## src/rtl/uart_ctrl_regs_pkg.sv

```systemverilog
// -----------------------------------------------------------------------------
// uart_ctrl_regs_pkg
// Purpose : shared definitions for the UART register front end: register
//           offsets, STATUS/CTRL bit positions, and TX drain FSM encodings.
// Ports   : none (package)
// -----------------------------------------------------------------------------
package uart_ctrl_regs_pkg;

  localparam logic [3:0] ADDR_DATA   = 4'h0;
  localparam logic [3:0] ADDR_STATUS = 4'h4;
  localparam logic [3:0] ADDR_CTRL   = 4'h8;

  localparam int ST_TX_FULL      = 0;
  localparam int ST_TX_EMPTY     = 1;
  localparam int ST_RX_EMPTY     = 2;
  localparam int ST_RX_FULL      = 3;
  localparam int ST_RX_OVERRUN   = 4;
  localparam int ST_RX_FRAME_ERR = 5;
  localparam int ST_RX_COUNT_LSB = 8;

  localparam int CTRL_RX_IE = 0;
  localparam int CTRL_TX_IE = 1;

  // Set in a DATA read result when the RX FIFO had nothing to give.
  localparam int RX_EMPTY_FLAG_BIT = 31;

  typedef enum logic [1:0] {
    TX_IDLE      = 2'd0,
    TX_LAUNCH    = 2'd1,
    TX_WAIT_BUSY = 2'd2,
    TX_WAIT_DONE = 2'd3
  } tx_state_t;

endpackage

```

## src/rtl/uart_ctrl_regs_fifo.sv

```systemverilog
// -----------------------------------------------------------------------------
// sync_fifo
// Purpose : single-clock FIFO with show-ahead output (dout is the head entry).
// Ports   : clk, reset (sync, active-high)
//           push/din  - write an entry; accepted when not full, or when full
//                       and a pop happens on the same edge
//           pop/dout  - remove head entry; ignored when empty
//           full, empty, count - occupancy status
// -----------------------------------------------------------------------------
module sync_fifo #(
  parameter int WIDTH = 8,
  parameter int DEPTH = 16
) (
  input  logic                     clk,
  input  logic                     reset,
  input  logic                     push,
  input  logic                     pop,
  input  logic [WIDTH-1:0]         din,
  output logic [WIDTH-1:0]         dout,
  output logic                     full,
  output logic                     empty,
  output logic [$clog2(DEPTH):0]   count
);

  localparam int AW = $clog2(DEPTH);

  logic [WIDTH-1:0] r_mem [DEPTH];
  logic [AW:0]      r_wr_ptr;
  logic [AW:0]      r_rd_ptr;
  logic             w_do_push;
  logic             w_do_pop;

  // Extra pointer bit distinguishes full from empty; subtraction wraps.
  assign count     = r_wr_ptr - r_rd_ptr;
  assign empty     = (count == '0);
  assign full      = (count == (AW+1)'(DEPTH));
  assign w_do_pop  = pop & ~empty;
  assign w_do_push = push & (~full | w_do_pop);
  assign dout      = r_mem[r_rd_ptr[AW-1:0]];

  always_ff @(posedge clk) begin
    if (reset) begin
      r_wr_ptr <= '0;
      r_rd_ptr <= '0;
    end else begin
      if (w_do_push) r_wr_ptr <= r_wr_ptr + 1'b1;
      if (w_do_pop)  r_rd_ptr <= r_rd_ptr + 1'b1;
    end
  end

  always_ff @(posedge clk) begin
    if (w_do_push) r_mem[r_wr_ptr[AW-1:0]] <= din;
  end

endmodule

```

## src/rtl/uart_ctrl_regs.sv

```systemverilog
// -----------------------------------------------------------------------------
// uart_ctrl_regs
// Purpose : CPU register front end for the byte-level UART core. CPU writes
//           fill a TX FIFO that is drained into the core one frame at a time;
//           received bytes are queued in an RX FIFO that CPU reads pop.
// Ports   : clk, reset (sync, active-high)
//           mem_valid/mem_addr/mem_wdata/mem_wstrb - bus request (wstrb=0 read)
//           mem_rdata/mem_ready                    - registered completion
//           uart_tx_ena/uart_tx_data/uart_tx_busy  - core transmit handshake
//           uart_rx_data/uart_rx_valid/uart_rx_error - core receive strobe
//           irq                                     - level interrupt
//
// TX drain FSM
//   state        | meaning
//   TX_IDLE      | wait for a queued byte and an idle core
//   TX_LAUNCH    | one-cycle tx_ena with the FIFO head, pop it
//   TX_WAIT_BUSY | wait for the core to acknowledge with busy=1
//   TX_WAIT_DONE | wait for the core frame to finish (busy=0)
// -----------------------------------------------------------------------------
module uart_ctrl_regs
  import uart_ctrl_regs_pkg::*;
#(
  parameter int TX_DEPTH = 16,
  parameter int RX_DEPTH = 16
) (
  input  logic        clk,
  input  logic        reset,
  input  logic        mem_valid,
  input  logic [3:0]  mem_addr,
  input  logic [31:0] mem_wdata,
  input  logic [3:0]  mem_wstrb,
  output logic [31:0] mem_rdata,
  output logic        mem_ready,
  output logic        uart_tx_ena,
  output logic [7:0]  uart_tx_data,
  input  logic        uart_tx_busy,
  input  logic [7:0]  uart_rx_data,
  input  logic        uart_rx_valid,
  input  logic        uart_rx_error,
  output logic        irq
);

  logic        r_mem_ready;
  logic [31:0] r_mem_rdata;
  logic        r_rx_overrun;
  logic        r_rx_frame_err;
  logic        r_rx_ie;
  logic        r_tx_ie;
  logic        r_irq;
  tx_state_t   r_tx_state;
  tx_state_t   w_tx_next;

  logic        w_tx_full, w_tx_empty, w_tx_pop;
  logic [7:0]  w_tx_head;
  logic [$clog2(TX_DEPTH):0] w_tx_count;
  logic        w_rx_full, w_rx_empty;
  logic [7:0]  w_rx_head;
  logic [$clog2(RX_DEPTH):0] w_rx_count;

  logic        w_req, w_is_wr, w_sel_data, w_sel_status, w_sel_ctrl;
  logic        w_tx_wr, w_stall, w_fire, w_tx_push, w_rx_pop;
  logic        w_st_wr, w_ctrl_wr, w_ovr_set, w_err_set, w_ovr_clr, w_err_clr;
  logic [31:0] w_status;
  logic [31:0] w_rdata;
  logic        w_unused;

  // ---------------------------------------------------------------- bus decode
  assign w_req        = mem_valid & ~r_mem_ready;
  assign w_is_wr      = |mem_wstrb;
  assign w_sel_data   = (mem_addr == ADDR_DATA);
  assign w_sel_status = (mem_addr == ADDR_STATUS);
  assign w_sel_ctrl   = (mem_addr == ADDR_CTRL);

  assign w_tx_wr   = w_req & w_is_wr & w_sel_data & mem_wstrb[0];
  // A pop by the drain FSM on this edge makes room, so no stall then.
  assign w_stall   = w_tx_wr & w_tx_full & ~w_tx_pop;
  assign w_fire    = w_req & ~w_stall;
  assign w_tx_push = w_fire & w_tx_wr;
  assign w_rx_pop  = w_fire & ~w_is_wr & w_sel_data & ~w_rx_empty;
  assign w_st_wr   = w_fire & w_is_wr & w_sel_status & mem_wstrb[0];
  assign w_ctrl_wr = w_fire & w_is_wr & w_sel_ctrl & mem_wstrb[0];

  assign w_ovr_set = uart_rx_valid & w_rx_full & ~w_rx_pop;
  assign w_err_set = uart_rx_valid & uart_rx_error;
  assign w_ovr_clr = w_st_wr & mem_wdata[ST_RX_OVERRUN];
  assign w_err_clr = w_st_wr & mem_wdata[ST_RX_FRAME_ERR];

  assign w_unused = ^{mem_wdata, w_tx_count};

  always_comb begin
    w_status = '0;
    w_status[ST_TX_FULL]      = w_tx_full;
    w_status[ST_TX_EMPTY]     = w_tx_empty;
    w_status[ST_RX_EMPTY]     = w_rx_empty;
    w_status[ST_RX_FULL]      = w_rx_full;
    w_status[ST_RX_OVERRUN]   = r_rx_overrun;
    w_status[ST_RX_FRAME_ERR] = r_rx_frame_err;
    w_status[ST_RX_COUNT_LSB +: 8] = 8'(w_rx_count);
  end

  always_comb begin
    w_rdata = '0;
    if (w_sel_data) begin
      if (w_rx_empty) w_rdata[RX_EMPTY_FLAG_BIT] = 1'b1;
      else            w_rdata[7:0] = w_rx_head;
    end else if (w_sel_status) begin
      w_rdata = w_status;
    end else if (w_sel_ctrl) begin
      w_rdata[CTRL_RX_IE] = r_rx_ie;
      w_rdata[CTRL_TX_IE] = r_tx_ie;
    end
  end

  // ------------------------------------------------------------ registers
  always_ff @(posedge clk) begin
    if (reset) begin
      r_mem_ready    <= 1'b0;
      r_mem_rdata    <= '0;
      r_rx_overrun   <= 1'b0;
      r_rx_frame_err <= 1'b0;
      r_rx_ie        <= 1'b0;
      r_tx_ie        <= 1'b0;
      r_irq          <= 1'b0;
    end else begin
      r_mem_ready    <= w_fire;
      r_mem_rdata    <= (w_fire & ~w_is_wr) ? w_rdata : '0;
      // Set has priority over a same-edge write-one-to-clear.
      r_rx_overrun   <= w_ovr_set | (r_rx_overrun & ~w_ovr_clr);
      r_rx_frame_err <= w_err_set | (r_rx_frame_err & ~w_err_clr);
      if (w_ctrl_wr) begin
        r_rx_ie <= mem_wdata[CTRL_RX_IE];
        r_tx_ie <= mem_wdata[CTRL_TX_IE];
      end
      r_irq <= (r_rx_ie & ~w_rx_empty) | (r_tx_ie & w_tx_empty);
    end
  end

  assign mem_ready = r_mem_ready;
  assign mem_rdata = r_mem_rdata;
  assign irq       = r_irq;

  // ------------------------------------------------------------ TX drain FSM
  always_ff @(posedge clk) begin
    if (reset) r_tx_state <= TX_IDLE;
    else       r_tx_state <= w_tx_next;
  end

  always_comb begin
    w_tx_next = r_tx_state;
    unique case (r_tx_state)
      TX_IDLE:      if (~w_tx_empty & ~uart_tx_busy) w_tx_next = TX_LAUNCH;
      TX_LAUNCH:    w_tx_next = TX_WAIT_BUSY;
      TX_WAIT_BUSY: if (uart_tx_busy)  w_tx_next = TX_WAIT_DONE;
      TX_WAIT_DONE: if (~uart_tx_busy) w_tx_next = TX_IDLE;
      default:      w_tx_next = TX_IDLE;
    endcase
  end

  always_comb begin
    uart_tx_ena  = 1'b0;
    uart_tx_data = '0;
    w_tx_pop     = 1'b0;
    if (r_tx_state == TX_LAUNCH) begin
      uart_tx_ena  = 1'b1;
      uart_tx_data = w_tx_head;
      w_tx_pop     = 1'b1;
    end
  end

  // ------------------------------------------------------------ FIFOs
  sync_fifo #(.WIDTH(8), .DEPTH(TX_DEPTH)) u_tx_fifo (
    .clk   (clk),
    .reset (reset),
    .push  (w_tx_push),
    .pop   (w_tx_pop),
    .din   (mem_wdata[7:0]),
    .dout  (w_tx_head),
    .full  (w_tx_full),
    .empty (w_tx_empty),
    .count (w_tx_count)
  );

  sync_fifo #(.WIDTH(8), .DEPTH(RX_DEPTH)) u_rx_fifo (
    .clk   (clk),
    .reset (reset),
    .push  (uart_rx_valid),
    .pop   (w_rx_pop),
    .din   (uart_rx_data),
    .dout  (w_rx_head),
    .full  (w_rx_full),
    .empty (w_rx_empty),
    .count (w_rx_count)
  );

endmodule

```

## config.mk

```make
export PLATFORM = sky130hd
export DESIGN_NAME = uart_ctrl_regs
export DESIGN_NICKNAME = d
export VERILOG_FILES = /design/src/rtl/uart_ctrl_regs_pkg.sv /design/src/rtl/uart_ctrl_regs_fifo.sv /design/src/rtl/uart_ctrl_regs.sv
export SDC_FILE = /design/constraint.sdc
export NUM_CORES = 1
export LEC_CHECK = 0
export CAP_MARGIN = 20
export CORE_UTILIZATION = 45
export CTS_BUF_LIST = sky130_fd_sc_hd__clkbuf_4
export CTS_CLUSTER_SIZE = 8
export DETAILED_ROUTE_END_ITERATION = 6
export GPL_ROUTABILITY_DRIVEN = 0
export PLACE_DENSITY = 0.66
export SYNTH_ARGS = -nofsm -noshare
export SYNTH_HDL_FRONTEND = slang
export SYNTH_SLANG_ARGS = --single-unit
```

## constraint.sdc

```tcl
create_clock -name clk -period 3.8 [get_ports clk]
set_input_delay 0.38 -clock clk [delete_from_list [all_inputs] [get_ports clk]]
set_output_delay 0.38 -clock clk [all_outputs]
set_load 0.02 [all_outputs]
```

==> reports/qor.yml <==
drc: 0
synth_seq_cells: 306
hold_path_class: "input pin to register"
rsz0062_at_grt: "no"
design.die.area_mm2: 0.0282
drt-wirelength-per-cell_um: 21.0
grt_usage_pct: 18.9
setup_slack_ns: 0.368
final_nets: 896
hold_ws_ns: 0.425
wirelength_um: 25700
status: "finished clean"
cts.sinks: 306
cp_top_family: "multiplexers"
clkSlewWorstSetupHoldPaths_ns: 0.06
leakagePower_nw: 4.84
grt_max_degree: 34
core_mm2: 0.0270
cts_root_buf: "clkbuf_4"
fin_util_pct: 53.7
antenna_found_initial: 1
drive_above_1_share_pct: 28.3
syn_area_mm2: 0.0124
regArea_mm2: 0.00869
synth_enable_flop_cells: 256
finalNonFillerCells: 1226
yosysWarnings: 0
startpoint_type: "register"
fin_area_mm2: 0.0145
ioPinCount: 97
hold_viol: 0
worst_pin_slew_ns: 0.861
cts.repair.resized: 0
synth_cell_type_count: 54
synth-main-ff-cell: "edfxtp_1"
portBuffers: 54
dp_cells: 1077
multi_input_area_mm2: 0.00349
ir_drop_mv: 0.256
finalSetupViolCount: 0
p_total_mw: 6.92
gr-total-overflow: 0
cp_common_cell: "mux4_2"
crit_type: "register to output pin"
critPathBufInv: 2
post-place-ws_ns: 0.480
max_slew_margin_pct: 42.5
rows: 60
period_share_pct: 90.3
viasPerCell: 5.45
end_kind: "output pin"
firstDrtPassIters: 5
seq_area_frac_synth_pct: 70.0
cp_max_fo: 32
drv_slew: 0
crit_required_ns: 3.42
hpwl_um: 17000
grt_pass1_wl_um: 39400
syn_to_final_growth_pct: 17.0
skew_ns: 0.0580
syn_inst: 679
cp_slowest_cell: "mux4_2"
hold_buffers: 0
syn_area_per_cell_um2: 18.3
h-tree-depth: 3
cp.arrival_ns: 3.05
drtAntennaViolNets: 0
fp.dieH_um: 168
synthArstFlopShare_pct: 0
cts_tree: "built"
chipWidth_um: 168
cts_buffer_depth: 3
max_stage_delay_ns: 0.57
clock_latency_ns: 0.68
drt_iter0_drc: 610
placement.cell_area_mm2: 0.0134
via_count: 6684
start_util_pct: 45.9
postCtsSetupBuffers: 0
fin_crit_ns: 3.43
nFillCells: 2138
cap_viol_max_count: 0
fmax_ghz: 0.291
cp_cell_sequence: "buf_12 -> mux4_2 -> mux4_2 -> and2_1 -> clkdlybuf4s50_1"
power.density_mw_per_mm2: 477
tns_ns: 0
grt_pass1_vias: 6916
cts-buffers-inserted: 79
==> where the power goes <==
part | switching, mW | internal, mW
combinational | 0.235 | 0.151
sequential | 0.0145 | 3.66
clock | 1.33 | 1.53
==> cells by family (layout without fill, tap and decap cells) <==
family / after synthesis / in the layout / synth area share, %
DFF: 306 / 306 / 70.0
buffers and inverters: 59 / 247 / 2.39
muxes: 88 / 88 / 15.1
adders and majority gates: 24 / 24 / 2.48
and+or+nand+nor: 140 / 140 / 5.88
AOI/OAI and AO/OA: 43 / 43 / 2.68
other: 1 / 19 / 0.0302
xor gates and xnor gates: 18 / 18 / 1.39
==> synthesized netlist by cell type, types with 3 or more instances <==
master	instances	area share, %
nand2b_1	6	0.30
and2_1	9	0.45
nand2_1	19	0.57
inv_1	15	0.45
a22oi_1	3	0.18
buf_1	3	0.091
dfxtp_1	50	8.1
nor4_1	4	0.20
or3_1	4	0.20
xnor2_1	9	0.64
o211ai_1	4	0.24
mux2i_1	5	0.40
ha_1	23	2.3
buf_4	18	1.1
mux2_2	4	0.36
nor2_1	44	1.3
a21oi_1	11	0.44
buf_2	6	0.24
and3_1	15	0.76
o21ai_0	8	0.32
nor3_1	9	0.36
xor2_1	8	0.56
nand3_1	6	0.24
mux4_2	79	14
edfxtp_1	256	62
nor2b_1	10	0.50
clkbuf_1	17	0.51
==> state kept, by name, indices dropped and copies added, names as in the netlist, named ones only <==
signal              flops
irq                     1
mem_rdata              14
mem_ready               1
r_rx_frame_err          1
r_rx_ie                 1
r_rx_overrun            1
r_tx_ie                 1
r_tx_state              2
u_rx_fifo.r_mem       128
u_rx_fifo.r_rd_ptr      5
u_rx_fifo.r_wr_ptr      5
u_tx_fifo.r_mem       128
u_tx_fifo.r_rd_ptr      5
u_tx_fifo.r_wr_ptr      5
==> placed cells by master (no fill, tap or decap), types with 8 or more instances in the layout <==
cell type and instances:
inv_1 15, nand2_1 19, dfxtp_1 48, o21ai_0 8, nor2_1 44, mux4_2 79
conb_1 18, nor3_1 9, clkdlybuf4s50_1 54, ha_1 23, nor2b_1 10, xnor2_1 9
and2_1 9, edfxtp_1 256, and3_1 15, a21oi_1 11, clkinv_1 21, xor2_1 8
clkbuf_4 113, buf_4 29
==> cell type report <==
type | count | share of cell area (%)
diodes | 1 | 0.0172
clock buffers | 113 | 5.84
clock inverters | 34 | 1.41
inverters | 15 | 0.388
multi-input cells | 331 | 24.1
flip-flops and latches | 306 | 59.9
well taps | 341 | 2.94
repair buffers | 85 | 5.47
==> routing by layer <==
metal	vias up	global-route usage [%]	routed length, um
li1	3007	-	-
met1	3358	25.7	11000
met2	268	29.6	12300
met3	51	4.21	1730
met4	0	8.18	653
met5	-	0	0
==> tightest hold or removal path, delay by kind of cell <==
kind | cells | cell delay [ns]
AND/OR/NAND/NOR | 1 | 0.08
AO/OA/AOI/OAI | 1 | 0.09
buffers and inverters | 1 | 0.49
==> path summary, 6_finish.rpt <==
path	start	slack, ns	to	depth (start not counted)
max	register	0.37	uart_tx_data[0]	5
min reg2reg	r_rx_overrun$_SDFF_PP0_	0.52	r_rx_overrun$_SDFF_PP0_	2
max reg2reg	u_rx_fifo.r_wr_ptr[0]$_SDFFE_PP0P_	0.38	u_rx_fifo.r_mem[7][3]$_DFFE_PP_	8
min	uart_rx_error	0.42	r_rx_frame_err$_SDFF_PP0_	3
Power figures use the tool's default switching activity.
